<file path="src/rtl/text_term_pkg.sv">
// Shared constants and FSM state type for the UART text terminal writer.
package text_term_pkg;

  localparam logic [7:0] CHR_CR     = 8'h0D;
  localparam logic [7:0] CHR_LF     = 8'h0A;
  localparam logic [7:0] CHR_BS     = 8'h08;
  localparam logic [7:0] CHR_FF     = 8'h0C;
  localparam logic [7:0] CHR_SP_MIN = 8'h20;
  localparam logic [7:0] CHR_SP_MAX = 8'h7E;

  typedef enum logic [1:0] {
    INIT_CLR,
    IDLE,
    CLR_ROW,
    CLR_ALL
  } term_state_e;

endpackage

</file>
<file path="src/rtl/text_ram.sv">
// Character store: one write port, one registered read-first read port.
module text_ram #(
  parameter int          DEPTH  = 128,
  parameter int          ADDR_W = 7,
  parameter logic [7:0]  BLANK  = 8'h20
) (
  input  logic              clk,
  input  logic              reset,
  input  logic              we,
  input  logic [ADDR_W-1:0] waddr,
  input  logic [7:0]        wdata,
  input  logic [ADDR_W-1:0] raddr,
  input  logic              rd_blank,
  output logic [7:0]        rd_data
);

  logic [7:0] mem [DEPTH];
  logic [7:0] rd_data_q;
  logic [7:0] rd_data_d;

  always_ff @(posedge clk) begin
    if (we) mem[waddr] <= wdata;
  end

  always_comb begin
    rd_data_d = rd_blank ? BLANK : mem[raddr];
  end

  // Only the output register is reset; the array content is cleared by the FSM.
  always_ff @(posedge clk or negedge reset) begin
    if (!reset) rd_data_q <= BLANK;
    else        rd_data_q <= rd_data_d;
  end

  assign rd_data = rd_data_q;

endmodule

</file>
<file path="src/rtl/uart_text_terminal.sv">
// Places received bytes into a scrolling ROWS x COLS character screen and
// serves a logical-position read port to the glyph renderer.
module uart_text_terminal
  import text_term_pkg::*;
#(
  parameter int         COLS      = 32,
  parameter int         ROWS      = 4,
  parameter bit         SCROLL_EN = 1'b1,
  parameter logic [7:0] BLANK     = 8'h20,
  localparam int        COL_W     = $clog2(COLS),
  localparam int        ROW_W     = $clog2(ROWS)
) (
  input  logic             clk,
  input  logic             reset,
  input  logic [7:0]       rx_data,
  input  logic             rx_valid,
  output logic             rx_ready,
  input  logic [ROW_W-1:0] rd_row,
  input  logic [COL_W-1:0] rd_col,
  output logic [7:0]       rd_data,
  output logic [ROW_W-1:0] cursor_row,
  output logic [COL_W-1:0] cursor_col,
  output logic             busy,
  output logic             overflow,
  input  logic             clr_ovf
);

  localparam int                CELLS      = ROWS * COLS;
  localparam int                ADDR_W     = $clog2(CELLS);
  localparam logic [ROW_W-1:0]  LAST_ROW   = ROW_W'(ROWS - 1);
  localparam logic [COL_W-1:0]  LAST_COL   = COL_W'(COLS - 1);
  localparam logic [ADDR_W-1:0] LAST_CELL  = ADDR_W'(CELLS - 1);
  localparam logic [ADDR_W-1:0] LAST_RCELL = ADDR_W'(COLS - 1);

  term_state_e       state_q, state_d;
  logic [ROW_W-1:0]  row_q, row_d;
  logic [COL_W-1:0]  col_q, col_d;
  logic [ROW_W-1:0]  top_q, top_d;
  logic [ADDR_W-1:0] clr_q, clr_d;
  logic              ovf_q, ovf_d;

  logic              we;
  logic [ADDR_W-1:0] waddr;
  logic [7:0]        wdata;
  logic              newline;
  logic              rd_oob;
  logic [ADDR_W-1:0] raddr;

  // Logical rows are rotated by top_row so scrolling never moves data.
  function automatic logic [ROW_W-1:0] phys_row(input logic [ROW_W-1:0] lrow,
                                                input logic [ROW_W-1:0] top);
    logic [ROW_W:0] sum;
    sum = {1'b0, lrow} + {1'b0, top};
    if (sum >= (ROW_W+1)'(ROWS)) sum = sum - (ROW_W+1)'(ROWS);
    return sum[ROW_W-1:0];
  endfunction

  function automatic logic [ADDR_W-1:0] cell_addr(input logic [ROW_W-1:0] prow,
                                                  input logic [COL_W-1:0] col);
    return ADDR_W'(prow) * ADDR_W'(COLS) + ADDR_W'(col);
  endfunction

  always_comb begin
    state_d = state_q;
    row_d   = row_q;
    col_d   = col_q;
    top_d   = top_q;
    clr_d   = clr_q;
    ovf_d   = ovf_q;
    we      = 1'b0;
    waddr   = '0;
    wdata   = BLANK;
    newline = 1'b0;
    case (state_q)
      INIT_CLR, CLR_ALL: begin
        we    = 1'b1;
        waddr = clr_q;
        if (clr_q == LAST_CELL) begin
          clr_d   = '0;
          state_d = IDLE;
          row_d   = '0;
          col_d   = '0;
          top_d   = '0;
        end else begin
          clr_d = clr_q + 1'b1;
        end
      end
      CLR_ROW: begin
        we    = 1'b1;
        waddr = cell_addr(phys_row(LAST_ROW, top_q), COL_W'(clr_q));
        if (clr_q == LAST_RCELL) begin
          clr_d   = '0;
          state_d = IDLE;
        end else begin
          clr_d = clr_q + 1'b1;
        end
      end
      IDLE: begin
        if (rx_valid) begin
          if (rx_data >= CHR_SP_MIN && rx_data <= CHR_SP_MAX) begin
            we    = 1'b1;
            waddr = cell_addr(phys_row(row_q, top_q), col_q);
            wdata = rx_data;
            if (col_q != LAST_COL) begin
              col_d = col_q + 1'b1;
            end else begin
              col_d   = '0;
              newline = 1'b1;
            end
          end else begin
            case (rx_data)
              CHR_CR: col_d = '0;
              CHR_LF: newline = 1'b1;
              CHR_BS: begin
                if (col_q != '0 || row_q != '0) begin
                  if (col_q != '0) begin
                    col_d = col_q - 1'b1;
                  end else begin
                    row_d = row_q - 1'b1;
                    col_d = LAST_COL;
                  end
                  we    = 1'b1;
                  waddr = cell_addr(phys_row(row_d, top_q), col_d);
                end
              end
              CHR_FF: begin
                state_d = CLR_ALL;
                clr_d   = '0;
              end
              default: ;
            endcase
          end
        end
      end
      default: state_d = INIT_CLR;
    endcase

    if (newline) begin
      if (row_q == LAST_ROW) begin
        if (SCROLL_EN) begin
          top_d   = (top_q == LAST_ROW) ? '0 : top_q + 1'b1;
          state_d = CLR_ROW;
          clr_d   = '0;
        end else begin
          row_d = '0;
        end
      end else begin
        row_d = row_q + 1'b1;
      end
    end

    if (rx_valid && state_q != IDLE) ovf_d = 1'b1;
    if (clr_ovf) ovf_d = 1'b0;
  end

  always_ff @(posedge clk or negedge reset) begin
    if (!reset) begin
      state_q <= INIT_CLR;
      row_q   <= '0;
      col_q   <= '0;
      top_q   <= '0;
      clr_q   <= '0;
      ovf_q   <= 1'b0;
    end else begin
      state_q <= state_d;
      row_q   <= row_d;
      col_q   <= col_d;
      top_q   <= top_d;
      clr_q   <= clr_d;
      ovf_q   <= ovf_d;
    end
  end

  assign rd_oob = (32'(rd_row) >= ROWS) || (32'(rd_col) >= COLS);
  assign raddr  = rd_oob ? '0 : cell_addr(phys_row(rd_row, top_q), rd_col);

  text_ram #(
    .DEPTH (CELLS),
    .ADDR_W(ADDR_W),
    .BLANK (BLANK)
  ) u_ram (
    .clk     (clk),
    .reset   (reset),
    .we      (we),
    .waddr   (waddr),
    .wdata   (wdata),
    .raddr   (raddr),
    .rd_blank(rd_oob),
    .rd_data (rd_data)
  );

  assign rx_ready   = (state_q == IDLE);
  assign busy       = (state_q != IDLE);
  assign overflow   = ovf_q;
  assign cursor_row = row_q;
  assign cursor_col = col_q;

endmodule

</file>
<file path="config.mk">
export PLATFORM = sky130hd
export DESIGN_NAME = uart_text_terminal
export DESIGN_NICKNAME = d
export VERILOG_FILES = /design/src/rtl/text_term_pkg.sv /design/src/rtl/text_ram.sv /design/src/rtl/uart_text_terminal.sv
export SDC_FILE = /design/constraint.sdc
export NUM_CORES = 1
export LEC_CHECK = 0
export BUFFER_PORTS_ARGS = -buffer_cell sky130_fd_sc_hd__buf_2
export CORE_ASPECT_RATIO = 0.5
export CORE_MARGIN = 3
export CORE_UTILIZATION = 57
export DETAILED_ROUTE_END_ITERATION = 10
export PLACE_DENSITY = 0.77
export RECOVER_POWER = 100
export SLEW_MARGIN = 30
export SYNTH_ARGS = -nofsm -noshare
export SYNTH_HDL_FRONTEND = slang
export SYNTH_SLANG_ARGS = --single-unit
</file>
<file path="constraint.sdc">
create_clock -name clk -period 5.75 [get_ports clk]
set_input_delay 0.2875 -clock clk [delete_from_list [all_inputs] [get_ports clk]]
set_output_delay 0.2875 -clock clk [all_outputs]
set_load 0.005 [all_outputs]
</file>
==> results.yml, run 1 <==
run_status:
  status: "complete, but fails checks"
  violations: "max-capacitance violations, max-slew violations"
yosys:
  yosysTopAreaCell: "edfxtp_1"
  synth_common_cells: "1024 x edfxtp_1, 174 x nor2_1, 164 x mux4_2, 148 x mux2i_1, 117 x a21oi_1"
  ys_warn_count: 0
  synth-seq-area-share_pct: 74.2
  synth_edf_count: 1024
  synth.most_common_cell: "edfxtp_1"
  synth_cell_type_count: 83
  synth-seq-cells: 1051
  ys_top_cells_by_area: "edfxtp_1 73%, mux4_2 8.7%, mux2i_1 3.5%"
  synthArstFlopShare_pct: 2.57
  syn_area_per_cell_um2: 17.9
  synth_area_um2: 42400
  synthFlopType: "edfxtp_1"
  synth_cells: 2372
  synth_top_area_share_pct: 72.6
grt:
  overflow: 0
  grt_util_all_layers_pct: 27.4
  grt_max_degree: 95
  first_global_vias: 23000
  antenna_found_initial: 6
  grt_first_pass_wirelength_mm: 154
worst_setup_path:
  critPathMaxFanout: 9
  cp.required_ns: 6.01
  cp.arrival_ns: 5.51
  startpoint_type: "flop"
  end_kind: "flop"
  crit_type: "reg2reg"
timing:
  min_period_ns: 5.24
  fmaxAchievable_mhz: 191
  final.setup.tns_ns: 0
  finClkSkew_ns: 0.0286
  slew_viol_final: 489
  relSlewSlack_pct: -105
  setup_violations: 0
  hold_viol_final: 0
  fin_crit_sh_pct: 91.2
  worstMarginPinSlew_ns: 3.07
  grt_setup_unrepaired: "false"
floorplanning:
  start_util_pct: 58.6
  fp.coreArea_um2: 72300
  num_rows: 69
  fp.dieH_um: 199
  die_x_um: 392
  dieArea_um2: 77800
  ios: 37
clocking:
  cts_root_buf: "clkbuf_16"
  cts_setup_buffers: 0
  path_clk_slew_ns: 0.06
  clock_path_buffers: 3
  cts_tree: "built"
  htree_levels: 3
  cts-buffers-inserted: 88
  clk_latency_ns: 0.66
  cts_sinks: 1051
run:
  maxCapViolCount: 12
power_and_ir_drop:
  ir_drop_uv: 274
  p_total_uw: 16100
  p_leak_uw: 0.0154
  power_density_nw_per_um2: 342
final_layout:
  fillers: 4620
  drive_gt1_share_pct: 16.1
  syn2layout_area_growth_pct: 10.7
  fin_cells: 3572
  fin_nets: 2574
min_path:
  holdCritPathClass: "in2reg"
route:
  ant_nets: 0
  drtIter0Drc: 3874
  routed-wl-met3_mm: 15.3
  route.detailed.drc: 0
  wl_met1_mm: 39.9
  post_drt_wl_per_cell_um: 29.4
  vias: 23700
  met2_length_mm: 46.5
  avgViaCountPerCell: 6.63
  top_layer: "met5"
  routed_wl_mm: 105
  first_pass_iters: 5
placement:
  place_congestion: 0.887
  place_hpwl_mm: 66.2
  portBuffers: 36
  dpl.cell_count: 3407
==> cell families after synthesis <==
group / count (synthesis) / synth area share (%)
buf+inv: 148 / 1.54
flops: 1051 / 74.2
fa+ha+maj: 12 / 0.354
other cells: 1 / 0.00885
mux: 350 / 13.2
xor+xnor: 8 / 0.233
simple gates: 438 / 5.05
compound gates: 364 / 5.40
==> registers in the layout, indices dropped and copies added (netlist names) <==
register       cells
u_ram.mem       1024
u_ram.rd_data      8
clr_q              7
cursor_col         5
cursor_row         2
state_q            2
top_q              2
overflow           1
==> path summary, 6_finish.rpt <==
check | from | end | slack, ns | depth (start not counted)
min | rx_data[0] | state_q[1]$_DFF_PN0_ | 0.07 | 4
max in group asynchronous | reset | cursor_col[3]$_DFFE_PN0P_ | 3.98 | 2
min reg2reg | clr_q[3]$_DFF_PN0_ | clr_q[3]$_DFF_PN0_ | 0.62 | 1
max reg2reg | cursor_col[0]$_DFFE_PN0P_ | u_ram.mem[69][2]$_DFFE_PP_ | 0.51 | 11
max | cursor_col[0]$_DFFE_PN0P_ | u_ram.mem[69][2]$_DFFE_PP_ | 0.51 | 11
min in group asynchronous | reset | u_ram.rd_data[4]$_DFF_PN0_ | 0.68 | 2
==> where the power goes <==
part	total [µW]	switching [µW]	leakage [µW]	internal [µW]
logic	1460	1040	0.00427	424
registers	8620	75.9	0.00969	8540
clock network	5970	2680	0.00139	3300
==> critical path, cell delays in order (launching register included) <==
cell     delay, ns
dfrtp_1       0.48
inv_1         0.13
ha_1          0.29
nor4b_1       0.88
xnor2_1       0.15
ha_1          0.23
xor2_1        0.15
xnor2_1       0.18
o21a_1        0.29
nor3_1        0.89
nand2_1       0.53
nor2_1        0.68
==> layout by cell type (no fill, tap or decap), drive strengths merged, types with 4 or more instances in the layout <==
cell type,n
or3,8
nor2,174
conb,128
nand2,81
a31oi,13
nor2b,5
a21oi,119
dfrtp,26
o21a,5
ha,12
clkbuf,138
clkinvlp,5
nand4,20
nor4,18
clkinv,37
a211oi,9
nor3b,6
buf,57
and3,11
mux4,164
o22ai,33
a2bb2oi,4
nand2b,20
xnor2,4
o31ai,4
nor3,48
bufinv,8
and2,11
mux2i,148
mux2,38
inv,14
edfxtp,1024
nand3,21
o21ai,98
o221ai,46
==> layer usage <==
metal,global-route usage [%],vias to the layer above
met1,39.6,11900
met4,8.63,4
met2,40.4,1780
li1,-,9813
met5,0,-
met3,8.86,215
==> per-stage QoR <==
stage          area, µm²  util, %  worst slack (ns)  hold WS (ns)
2_1_floorplan      42800        -              1.02      -0.00809
3_3_place_gp       44100     61.0              1.24         0.396
3_5_place_dp       44200     61.1              1.02         0.402
4_1_cts            47000     65.1             0.980        0.0407
5_1_grt            46900     64.9             0.300        0.0912
6_report           46900     64.9             0.506        0.0709
==> layout make-up <==
cell class | count | area [µm²] | share of cell area (%)
clock buffers | 110 | 2370 | 5.05
well taps | 958 | 1200 | 2.56
repair buffers | 88 | 623 | 1.33
clock inverters | 50 | 472 | 1.01
flip-flops and latches | 1051 | 31400 | 67.0
inverters | 14 | 52.6 | 0.112
multi-input cells | 1300 | 10800 | 22.9
diodes | 1 | 2.50 | 0.00534
==> timing repair <==
action / in CTS / in global routing
hold buffers: 3 / 0
endpoints found under the hold margin: 27 / 0
gates resized for setup: 0 / 0
No activity file was read; power rests on OpenSTA's default activity.
==> inputs of run 2 (changes only) <==
--- a/config.mk
+++ b/config.mk
@@ -6,9 +6,11 @@
 export NUM_CORES = 1
 export LEC_CHECK = 0
 export BUFFER_PORTS_ARGS = -buffer_cell sky130_fd_sc_hd__buf_2
+export CELL_PAD_IN_SITES_DETAIL_PLACEMENT = 0
+export CELL_PAD_IN_SITES_GLOBAL_PLACEMENT = 1
 export CORE_ASPECT_RATIO = 0.5
 export CORE_MARGIN = 3
-export CORE_UTILIZATION = 57
+export CORE_UTILIZATION = 50
 export DETAILED_ROUTE_END_ITERATION = 10
 export PLACE_DENSITY = 0.77
 export RECOVER_POWER = 100
==> run 2 against run 1 <==
The flow still finishes with violations (max-capacitance violations, max-slew violations). Combinational power is essentially flat. Clock-buffer cell count grew 4. Setup slack gained 0.24 ns. Clock skew shrank 0.0074 ns. Core utilization shrank 7.9 points. Largest power group unchanged. Highest routed layer unchanged.
==> results.yml, run 2 (same netlist as run 1, synthesis figures left out) <==
power_and_ir_drop:
  p_total_uw: 16200
  ir_drop_uv: 218
  p_leak_uw: 0.0154
  power_density_nw_per_um2: 344
timing:
  hold_viol_final: 0
  min_period_ns: 5.01
  fin_crit_sh_pct: 87.1
  final.setup.tns_ns: 0
  worstMarginPinSlew_ns: 2.96
  grt_setup_unrepaired: "false"
  holdWs_ns: 0.120
  setup_violations: 0
  finClkSkew_ns: 0.0212
  slew_viol_final: 313
  fmaxAchievable_mhz: 200
  relSlewSlack_pct: -97.2
placement:
  place_congestion: 0.854
  dpl.cell_count: 3550
  portBuffers: 36
  place_hpwl_mm: 66.5
grt:
  grt_first_pass_wirelength_mm: 155
  first_global_vias: 22200
  grt_max_degree: 102
  overflow: 0
  grt_util_all_layers_pct: 24.2
  antenna_found_initial: 2
floorplanning:
  fp.dieH_um: 212
  dieArea_um2: 88500
  die_x_um: 418
  fp.coreArea_um2: 82800
  num_rows: 74
  start_util_pct: 51.2
  ios: 37
worst_setup_path:
  reg2reg_to: "u_ram.mem[12][7]$_DFFE_PP_"
  critPathMaxFanout: 17
  startpoint_type: "input pin"
  path_cells: "dlygate4sd3_1 > clkbuf_1 > and4_1 > a21oi_1 > o21ai_0 > a22oi_1 > nand4_2 > clkbuf_1 > nor2_1"
  crit_slowest_cell: "a21oi_1"
  slowest_delay_ns: 1.08
  end_kind: "flop"
  reg2reg_setup_slack_ns: 0.78
  cp.required_ns: 6.07
  cp.arrival_ns: 5.32
  reg2reg_from: "cursor_col[0]$_DFFE_PN0P_"
  crit_family: "simple AND/OR/NAND/NOR gates"
  ff2ff_path_depth: 9
  crit_type: "in2reg"
  cpMostUsedCell: "clkbuf_1"
  crit_buf_inv: 3
run_status:
  violations: "max-capacitance violations, max-slew violations"
  status: "complete, but fails checks"
final_layout:
  final_util_pct: 57.0
  final_cell_mix: "1024 x edfxtp_1, 174 x nor2_1, 164 x mux4_2"
  syn2layout_area_growth_pct: 11.4
  fin_nets: 2576
  largest_register_ffs: 1024
  layout_commonest_cell: "edfxtp_1"
  ff_latch_area_um2: 31400
  drive_gt1_share_pct: 16.0
  largest-register: "u_ram.mem"
  multi_input_area_um2: 10800
  fin_cells: 3723
  fillers: 6307
  antenna_cells: 0
clocking:
  htree_levels: 3
  cts-resized-gates: 0
  cts_sinks: 1051
  cts_root_buf: "clkbuf_16"
  clk_latency_ns: 0.69
  clock_path_buffers: 3
  cts_tree: "built"
  path_clk_slew_ns: 0.07
  cts-buffers-inserted: 90
route:
  ant_nets: 0
  avgViaCountPerCell: 6.18
  route.detailed.drc: 0
  post_drt_wl_per_cell_um: 28.3
  drtIter0Drc: 3101
  first_pass_iters: 5
  vias: 23000
  routed_wl_mm: 106
min_path:
  hold_end: "cursor_col[4]$_DFFE_PN0P_"
  holdCritPathClass: "in2reg"
  min_from: "rx_valid"
  min_path_cells: 5
run:
  maxCapViolCount: 6
run 2: cell types whose count changed in the layout (fill, tap and decap cells not counted), sizes merged:
cell         previous run  this run
inv                    14        18
buf                    57        60
clkinv                 37        35
dlygate4sd3             3         4
bufinv                  8         9
diode                   1         0
clkinvlp                5         6
run 2: report_power, final:
part / leakage, µW / total [µW] / internal [µW] / switching [µW]
Sequential: 0.00969 / 8610 / 8540 / 71.5
Clock: 0.00142 / 6130 / 3370 / 2750
Combinational: 0.00430 / 1470 / 431 / 1040
Total: 0.0154 / 16200 / 12300 / 3860
run 2: worst max path at each step:
stage	from	end	slack [ns]	depth (start not counted)
after floorplan	state_q[1]$_DFF_PN0_	u_ram.mem[0][5]$_DFFE_PP_	1.02	8
after detailed placement	cursor_col[0]$_DFFE_PN0P_	u_ram.mem[47][7]$_DFFE_PP_	1.24	9
after global routing	cursor_col[0]$_DFFE_PN0P_	u_ram.mem[19][6]$_DFFE_PP_	0.47	11
final	rx_data[0]	u_ram.mem[63][1]$_DFFE_PP_	0.74	9
after global placement	cursor_col[0]$_DFFE_PN0P_	u_ram.mem[87][2]$_DFFE_PP_	1.42	9
after CTS	cursor_col[0]$_DFFE_PN0P_	u_ram.mem[47][3]$_DFFE_PP_	1.23	9
run 2: timing repair:
action,4_1_cts,5_1_grt
hold endpoints to repair,28,0
hold buffers,4,0
buffers inserted,0,0
run 2: layout make-up:
cell class / instances / area share (%)
flip-flops and latches: 1051 / 66.6
multi-input cells: 1300 / 22.8
clock buffers: 114 / 5.08
well taps: 1102 / 2.92
repair buffers: 88 / 1.38
clock inverters: 54 / 1.12
inverters: 14 / 0.111
run 2: per-layer routing:
layer  vias to the layer above  part of all wire, %  global-route usage [%]
met3                       157                   11                    5.85
li1                       9820                    -                       -
met1                     11800                   43                    36.7
met5                         -                0.024                       0
met4                         4                  2.1                    5.68
met2                      1206                   44                    35.8
run 2: worst reg2reg max path, delay by kind of cell (launching register included):
kind / cells / cell delay [ns]
AOI/OAI and AO/OA: 2 / 0.91
adders and majority gates: 1 / 0.29
buffers and inverters: 2 / 0.70
DFF: 1 / 0.47
and+or+nand+nor: 4 / 2.22
run 2: through the flow:
stage               worst slack, ns  instance area [µm²]
floorplan                      1.02                42800
global placement               1.42                44300
detailed placement             1.24                44400
CTS                            1.23                47300
global route                  0.474                47200
finish                        0.742                47200
